**config.mk**
```make
export PLATFORM = sky130hd
export DESIGN_NAME = fnd_scan_controller_flat
export DESIGN_NICKNAME = d
export VERILOG_FILES = /design/src/rtl/fnd_pkg.sv /design/src/rtl/fnd_scan_controller_if.sv /design/src/rtl/fnd_prescaler.sv /design/src/rtl/fnd_scan_controller.sv /design/src/flat_wrapper.sv
export SDC_FILE = /design/constraint.sdc
export NUM_CORES = 1
export LEC_CHECK = 0
export ABC_AREA = 0
export CORE_MARGIN = 8
export CORE_UTILIZATION = 50
export CTS_CLUSTER_SIZE = 12
export DETAILED_ROUTE_END_ITERATION = 10
export DONT_BUFFER_PORTS = 1
export PLACE_DENSITY = 0.69
export SYNTH_ARGS = -nofsm -noshare
export SYNTH_HDL_FRONTEND = slang
export SYNTH_SLANG_ARGS = --single-unit
```
**constraint.sdc**
```tcl
create_clock -name i_clk -period 6.9 [get_ports i_clk]
set_input_delay 1.38 -clock i_clk [delete_from_list [all_inputs] [get_ports i_clk]]
set_output_delay 1.38 -clock i_clk [all_outputs]
set_load 0.05 [all_outputs]
```
**src/rtl/fnd_pkg.sv**
```systemverilog
// Shared types and helpers for the FND scan controller: state encoding,
// digit indexing, and the nibble-select / leading-zero rules.
package fnd_pkg;

  localparam int FND_DIGITS = 4;
  localparam int DIGIT_W    = 2;
  localparam int WORD_W     = 16;

  typedef logic [DIGIT_W-1:0] digit_t;

  typedef enum logic {
    S_BLANK = 1'b0,
    S_ON    = 1'b1
  } fnd_state_e;

  function automatic logic [3:0] nibble_of(input logic [WORD_W-1:0] w, input digit_t k);
    return w[{k, 2'b00} +: 4];
  endfunction

  // Digit k is dark when it and every more-significant nibble are zero; digit 0 always shows.
  function automatic logic lz(input logic [WORD_W-1:0] w, input digit_t k, input logic en);
    logic [WORD_W-1:0] hi;
    hi = w >> {k, 2'b00};
    return en && (k != '0) && (hi == '0);
  endfunction

endpackage

```
**src/rtl/fnd_scan_controller_if.sv**
```systemverilog
// Display-word load port and decoder-facing scan outputs of the FND scan controller.
interface fnd_scan_controller_if;
  import fnd_pkg::*;

  // i_load is a one-cycle strobe with no back-pressure: the word on i_value is
  // captured on every cycle i_load is high and shown from the next frame boundary.
  logic [WORD_W-1:0] i_value;
  logic              i_load;
  logic              i_blank;
  digit_t            o_DigitSelect;
  logic              o_En;
  logic [3:0]        o_value;
  logic              o_frame_tick;
  fnd_state_e        dbg_state;

  modport master (
    output i_value, i_load, i_blank,
    input  o_DigitSelect, o_En, o_value, o_frame_tick, dbg_state
  );

  modport slave (
    input  i_value, i_load, i_blank,
    output o_DigitSelect, o_En, o_value, o_frame_tick, dbg_state
  );

endinterface

```
**src/rtl/fnd_prescaler.sv**
```systemverilog
// Phase counter: counts 0..limit_i-1, flags the terminal count and wraps to zero.
module fnd_prescaler #(
  parameter int CW = 8
) (
  input  logic          clk_i,
  input  logic          rst_i,
  input  logic [CW-1:0] limit_i,
  output logic [CW-1:0] count_next_o,
  output logic          tc_o
);

  logic [CW-1:0] count_q, count_d;

  assign tc_o         = (count_q == limit_i - CW'(1));
  assign count_next_o = count_d;

  always_comb begin
    count_d = tc_o ? '0 : count_q + CW'(1);
  end

  always_ff @(posedge clk_i) begin
    if (rst_i) count_q <= '0;
    else       count_q <= count_d;
  end

endmodule

```
**src/rtl/fnd_scan_controller.sv**
```systemverilog
// Time-multiplexed 4-digit FND scanner with a blanking guard before each digit
// and display-word updates deferred to frame boundaries.
module fnd_scan_controller
  import fnd_pkg::*;
#(
  parameter int DIV_COUNT   = 100000,
  parameter int BLANK_COUNT = 1000,
  parameter bit LZ_BLANK    = 1'b1
) (
  input logic                  i_clk,
  input logic                  i_reset,
  fnd_scan_controller_if.slave bus
);

  localparam int MAX_COUNT = (DIV_COUNT > BLANK_COUNT) ? DIV_COUNT : BLANK_COUNT;
  localparam int CW        = $clog2(MAX_COUNT) + 1;

  localparam logic [CW-1:0] DIV_L      = CW'(DIV_COUNT);
  localparam logic [CW-1:0] BLANK_L    = CW'(BLANK_COUNT);
  localparam digit_t        LAST_DIGIT = digit_t'(FND_DIGITS - 1);

  fnd_state_e        state_q, state_d;
  digit_t            digit_q, digit_d;
  logic [WORD_W-1:0] disp_q, disp_d;
  logic [WORD_W-1:0] staged_q, staged_d;
  logic              pending_q, pending_d;
  logic              en_q, en_d;
  logic [3:0]        val_q, val_d;
  logic              tick_q, tick_d;

  logic [CW-1:0]     limit;
  logic [CW-1:0]     count_next;
  logic              tc;
  logic              boundary;

  assign limit = (state_q == S_ON) ? DIV_L : BLANK_L;

  fnd_prescaler #(.CW(CW)) u_prescaler (
    .clk_i        (i_clk),
    .rst_i        (i_reset),
    .limit_i      (limit),
    .count_next_o (count_next),
    .tc_o         (tc)
  );

  assign boundary = (state_q == S_ON) && tc && (digit_q == LAST_DIGIT);

  always_ff @(posedge i_clk) begin
    if (i_reset) begin
      state_q   <= S_BLANK;
      digit_q   <= '0;
      disp_q    <= '0;
      staged_q  <= '0;
      pending_q <= 1'b0;
      en_q      <= 1'b1;
      val_q     <= '0;
      tick_q    <= 1'b0;
    end else begin
      state_q   <= state_d;
      digit_q   <= digit_d;
      disp_q    <= disp_d;
      staged_q  <= staged_d;
      pending_q <= pending_d;
      en_q      <= en_d;
      val_q     <= val_d;
      tick_q    <= tick_d;
    end
  end

  always_comb begin
    state_d   = state_q;
    digit_d   = digit_q;
    disp_d    = disp_q;
    staged_d  = staged_q;
    pending_d = pending_q;
    if (tc) begin
      if (state_q == S_BLANK) begin
        state_d = S_ON;
      end else begin
        state_d = S_BLANK;
        digit_d = digit_t'(digit_q + digit_t'(1));
      end
    end
    // A load on the boundary cycle bypasses staging and lands with the new frame.
    if (boundary) begin
      pending_d = 1'b0;
      if (bus.i_load)     disp_d = bus.i_value;
      else if (pending_q) disp_d = staged_q;
    end else if (bus.i_load) begin
      staged_d  = bus.i_value;
      pending_d = 1'b1;
    end
  end

  // Outputs are computed from next-cycle state so they register on the same edge.
  // The frame tick looks one cycle ahead so it coincides with the boundary cycle.
  always_comb begin
    en_d   = 1'b1;
    val_d  = nibble_of(disp_d, digit_d);
    tick_d = 1'b0;
    if (state_d == S_ON) begin
      en_d   = bus.i_blank | lz(disp_d, digit_d, LZ_BLANK);
      tick_d = (digit_d == LAST_DIGIT) && (count_next == DIV_L - CW'(1));
    end
  end

  assign bus.o_DigitSelect = digit_q;
  assign bus.o_En          = en_q;
  assign bus.o_value       = val_q;
  assign bus.o_frame_tick  = tick_q;
  assign bus.dbg_state     = state_q;

endmodule
```
**src/flat_wrapper.sv**
```systemverilog
// flat-port wrapper written by rule: the top's interface ports become plain ports
module fnd_scan_controller_flat import fnd_pkg::*;
#(
  parameter int DIV_COUNT   = 100000,
  parameter int BLANK_COUNT = 1000,
  parameter bit LZ_BLANK    = 1'b1
)
  (i_clk, i_reset, bus_i_value, bus_i_load, bus_i_blank, bus_o_DigitSelect, bus_o_En, bus_o_value, bus_o_frame_tick, bus_dbg_state);
  fnd_scan_controller_if bus_i ();
  input logic i_clk;
  input logic i_reset;
  input wire logic [$bits(bus_i.i_value)-1:0] bus_i_value;
  input wire logic [$bits(bus_i.i_load)-1:0] bus_i_load;
  input wire logic [$bits(bus_i.i_blank)-1:0] bus_i_blank;
  output wire logic [$bits(bus_i.o_DigitSelect)-1:0] bus_o_DigitSelect;
  output wire logic [$bits(bus_i.o_En)-1:0] bus_o_En;
  output wire logic [$bits(bus_i.o_value)-1:0] bus_o_value;
  output wire logic [$bits(bus_i.o_frame_tick)-1:0] bus_o_frame_tick;
  output wire logic [$bits(bus_i.dbg_state)-1:0] bus_dbg_state;
  assign bus_i.i_value = bus_i_value;
  assign bus_i.i_load = bus_i_load;
  assign bus_i.i_blank = bus_i_blank;
  assign bus_o_DigitSelect = bus_i.o_DigitSelect;
  assign bus_o_En = bus_i.o_En;
  assign bus_o_value = bus_i.o_value;
  assign bus_o_frame_tick = bus_i.o_frame_tick;
  assign bus_dbg_state = bus_i.dbg_state;
  fnd_scan_controller #(.DIV_COUNT(DIV_COUNT), .BLANK_COUNT(BLANK_COUNT), .LZ_BLANK(LZ_BLANK)) u_core (.i_clk(i_clk), .i_reset(i_reset), .bus(bus_i));
endmodule
```
==> impl_metrics.py <==
metrics = {
    "place": {
        "portBuffers": 0,
        "hpwl_mm": 4.85,
        "pre_cts_ws_ns": 2.70,
        "place_congestion": 0.897,
    },
    "synthesis": {
        "yosysTopAreaCell": "dfxtp_1",
        "synth_edf_count": 0,
        "synth_ff_type": "dfxtp_1",
        "synthCells": 359,
        "synth.area.top_cells": "dfxtp_1 41%, nand2_1 6.1%, a21oi_1 6.0%, nor2_1 5.9%, o22ai_1 3.0%",
        "ys_seq_elements": 60,
        "yosysSeqAreaShare_pct": 41.4,
        "yosysWarnings": 0,
        "syn_area_um2": 2900,
        "syn_nets": 382,
        "synth_top_area_share_pct": 41.4,
        "synth_area_per_cell_um2": 8.09,
        "ys_async_sr_fraction_pct": 0,
        "synth.distinct_cells": 48,
    },
    "route": {
        "first_pass_iters": 5,
        "viasPerCell": 5.95,
        "ant_nets": 0,
        "wire_per_inst_um": 16.2,
        "routed_wl_mm": 6.87,
        "vias": 2516,
        "drcViolationCount": 0,
        "detail_route.iter0.violations": 184,
    },
    "setup_path": {
        "cp_max_fo": 14,
        "cp_slowest_stage_delay_ns": 0.74,
        "cpMaxStageDelayCell": "dfxtp_1",
        "cp-startpoint": "u_core.bus.dbg_state",
        "critPathLaunchType": "flip-flop",
        "crit_path_end_kind": "flip-flop",
        "worstPathArrival_ns": 4.47,
        "timing.rr.start": "u_core.bus.dbg_state",
        "crit_buf_inv": 0,
        "path_cells": "and4_1 > nand4_1 > a2111oi_0 > ha_1 > and2_1 > a31oi_1 > o21ai_0 > a22oi_1 > o22ai_1 > a311oi_1 > a311o_1",
        "required_ns": 7.13,
        "cpLargestDelayFamily": "compound AO/OA/AOI/OAI gates",
        "crit_type": "reg2reg",
    },
    "timing": {
        "min_period_over_period_pct": 61.5,
        "layout_setup_ws_ns": 2.66,
        "setup_viol": 0,
        "finClkSkew_ns": 0.0122,
        "whs_ns": 0.451,
        "period_needed_ns": 4.24,
        "setup_tns_ns": 0,
        "final_hold_viol_count": 0,
        "slew_headroom_pct": 44.1,
        "worst_pin_slew_ns": 0.837,
        "drv_slew": 0,
        "rsz0062_at_grt": "false",
        "fmax_mhz": 236,
    },
    "finish": {
        "drive_above_1_share_pct": 5.70,
        "final_common_cell": "dfxtp_1",
        "diodes": 0,
        "mostFrequentLayoutCells": "60 x dfxtp_1, 47 x nand2_1, 46 x nor2_1",
        "area_growth_syn_to_layout_pct": 6.38,
        "fill_cells": 529,
        "final_nets": 370,
    },
    "clock_tree": {
        "insertion_delay_ns": 0.34,
        "postCtsResizedCells": 0,
        "cts_hold_buf": 0,
        "clock-root-buffer": "clkbuf_8",
        "post-cts-setup-buffers": 0,
        "cts_buffers": 9,
        "clockBufferDepth": 2,
        "htree_levels": 3,
        "cts_tree": "built",
        "clkSlewWorstSetupHoldPaths_ns": 0.07,
        "clock-sinks": 60,
    },
    "worst_hold_path": {
        "hp-class": "reg2reg",
        "min_from": "u_core.staged_q[14]",
    },
    "run_status": {
        "outcome": "finished, final reports clean",
    },
    "floorplan": {
        "chipWidth_um": 92.2,
        "ioPinCount": 29,
        "coreArea_um2": 5570,
        "rows": 27,
        "start_util_pct": 52.1,
        "die_area_um2": 8500,
        "die_h_um": 92.2,
    },
    "job": {
        "drv_cap": 0,
    },
    "power": {
        "p_total_uw": 679,
        "p_int_uw": 530,
        "clock_power_share_pct": 44.0,
        "p_leak_uw": 0.00109,
        "p_seq_share_pct": 53.0,
        "switching_share_pct": 22.1,
        "power.switching_uw": 150,
        "combPwrFrac_pct": 2.9,
        "peakVddDrop_mv": 0.137,
        "power_density_nw_per_um2": 220,
    },
    "global_routing": {
        "grt_pass1_wl_mm": 11.6,
        "grt_pass1_vias": 2392,
        "overflow": 0,
        "track_usage_pct": 16.8,
        "grt_max_degree": 44,
        "grt_antenna_before_repair": 0,
    },
}
-- power by group through the flow --
stage / Sequential, µW / Combinational, µW / Clock [µW]
2_1_floorplan: 364 / 23.6 / 0
3_3_place_gp: 368 / 19.2 / 0
3_5_place_dp: 368 / 19.9 / 0
4_1_cts: 360 / 20.0 / 303
5_1_grt: 361 / 22.5 / 320
6_report: 360 / 19.8 / 299
-- final timing paths --
path	endpoint	slack, ns	cells after the start
worst min register to register	u_core.staged_q[14]	0.45	2
worst max register to register	u_core.bus.o_En	2.66	11
worst max-delay path	u_core.bus.o_En	2.66	11
worst min-delay path	u_core.staged_q[14]	0.45	2
-- metrics by stage --
step / cells / cell area, µm² / utilization (%)
floorplan: 359 / 2900 / -
CTS: 423 / 3090 / 55.4
global route: 423 / 3090 / 55.4
finish: 423 / 3090 / 55.4
detailed placement: 408 / 2900 / 52.0
global placement: 408 / 2900 / 52.0
-- synth_stat cells (all sizes together) (3+ instances only) --
cell type	instances
dfxtp	60
nand2	47
nor2	46
a21oi	35
clkbuf	18
nand3	15
o22ai	14
nand2b	12
xor2	10
nand4	8
nor2b	8
a221oi	7
mux2i	7
o21ai	7
xnor2	7
buf	5
inv	5
or4	5
nor3	4
a2111oi	3
a211oi	3
and2	3
and3	3
ha	3
or2	3
or3	3
-- tightest hold or removal path, cell delays in order, from the launching register on --
cell and delay, ns:
dfxtp_1 0.31, nand2_1 0.05, a21oi_1 0.05
-- routing by layer --
metal	part of all wire, %	GRT usage (%)
met1	46	21.7
met2	45	24.9
met3	7.1	4.97
met4	1.8	8.46
met5	0	0
-- kinds of logic after synthesis --
kind of cell | share of synthesized area (%)
fa+ha+maj | 1.29
mux | 3.19
simple gates | 26.9
xor+xnor | 5.39
buf+inv | 3.84
flops | 41.4
compound gates | 18.1
-- cell type report --
class	instances	area [µm²]	area share, %
Clock buffer	14	183	5.92
Clock inverter	1	5.00	0.162
Inverter	5	18.8	0.608
Multi-Input combinational cell	271	1590	51.5
Sequential cell	60	1200	38.9
Tap cell	72	90.1	2.92
-- flip-flops by register name (all words and copies together), names as in the netlist --
signal,count
u_core.u_prescaler.count_q,18
u_core.disp_q,16
u_core.staged_q,16
u_core.bus.o_value,4
u_core.bus.o_DigitSelect,2
u_core.bus.dbg_state,1
u_core.bus.o_En,1
u_core.bus.o_frame_tick,1
u_core.pending_q,1
No activity file was read; power rests on OpenSTA's default activity.
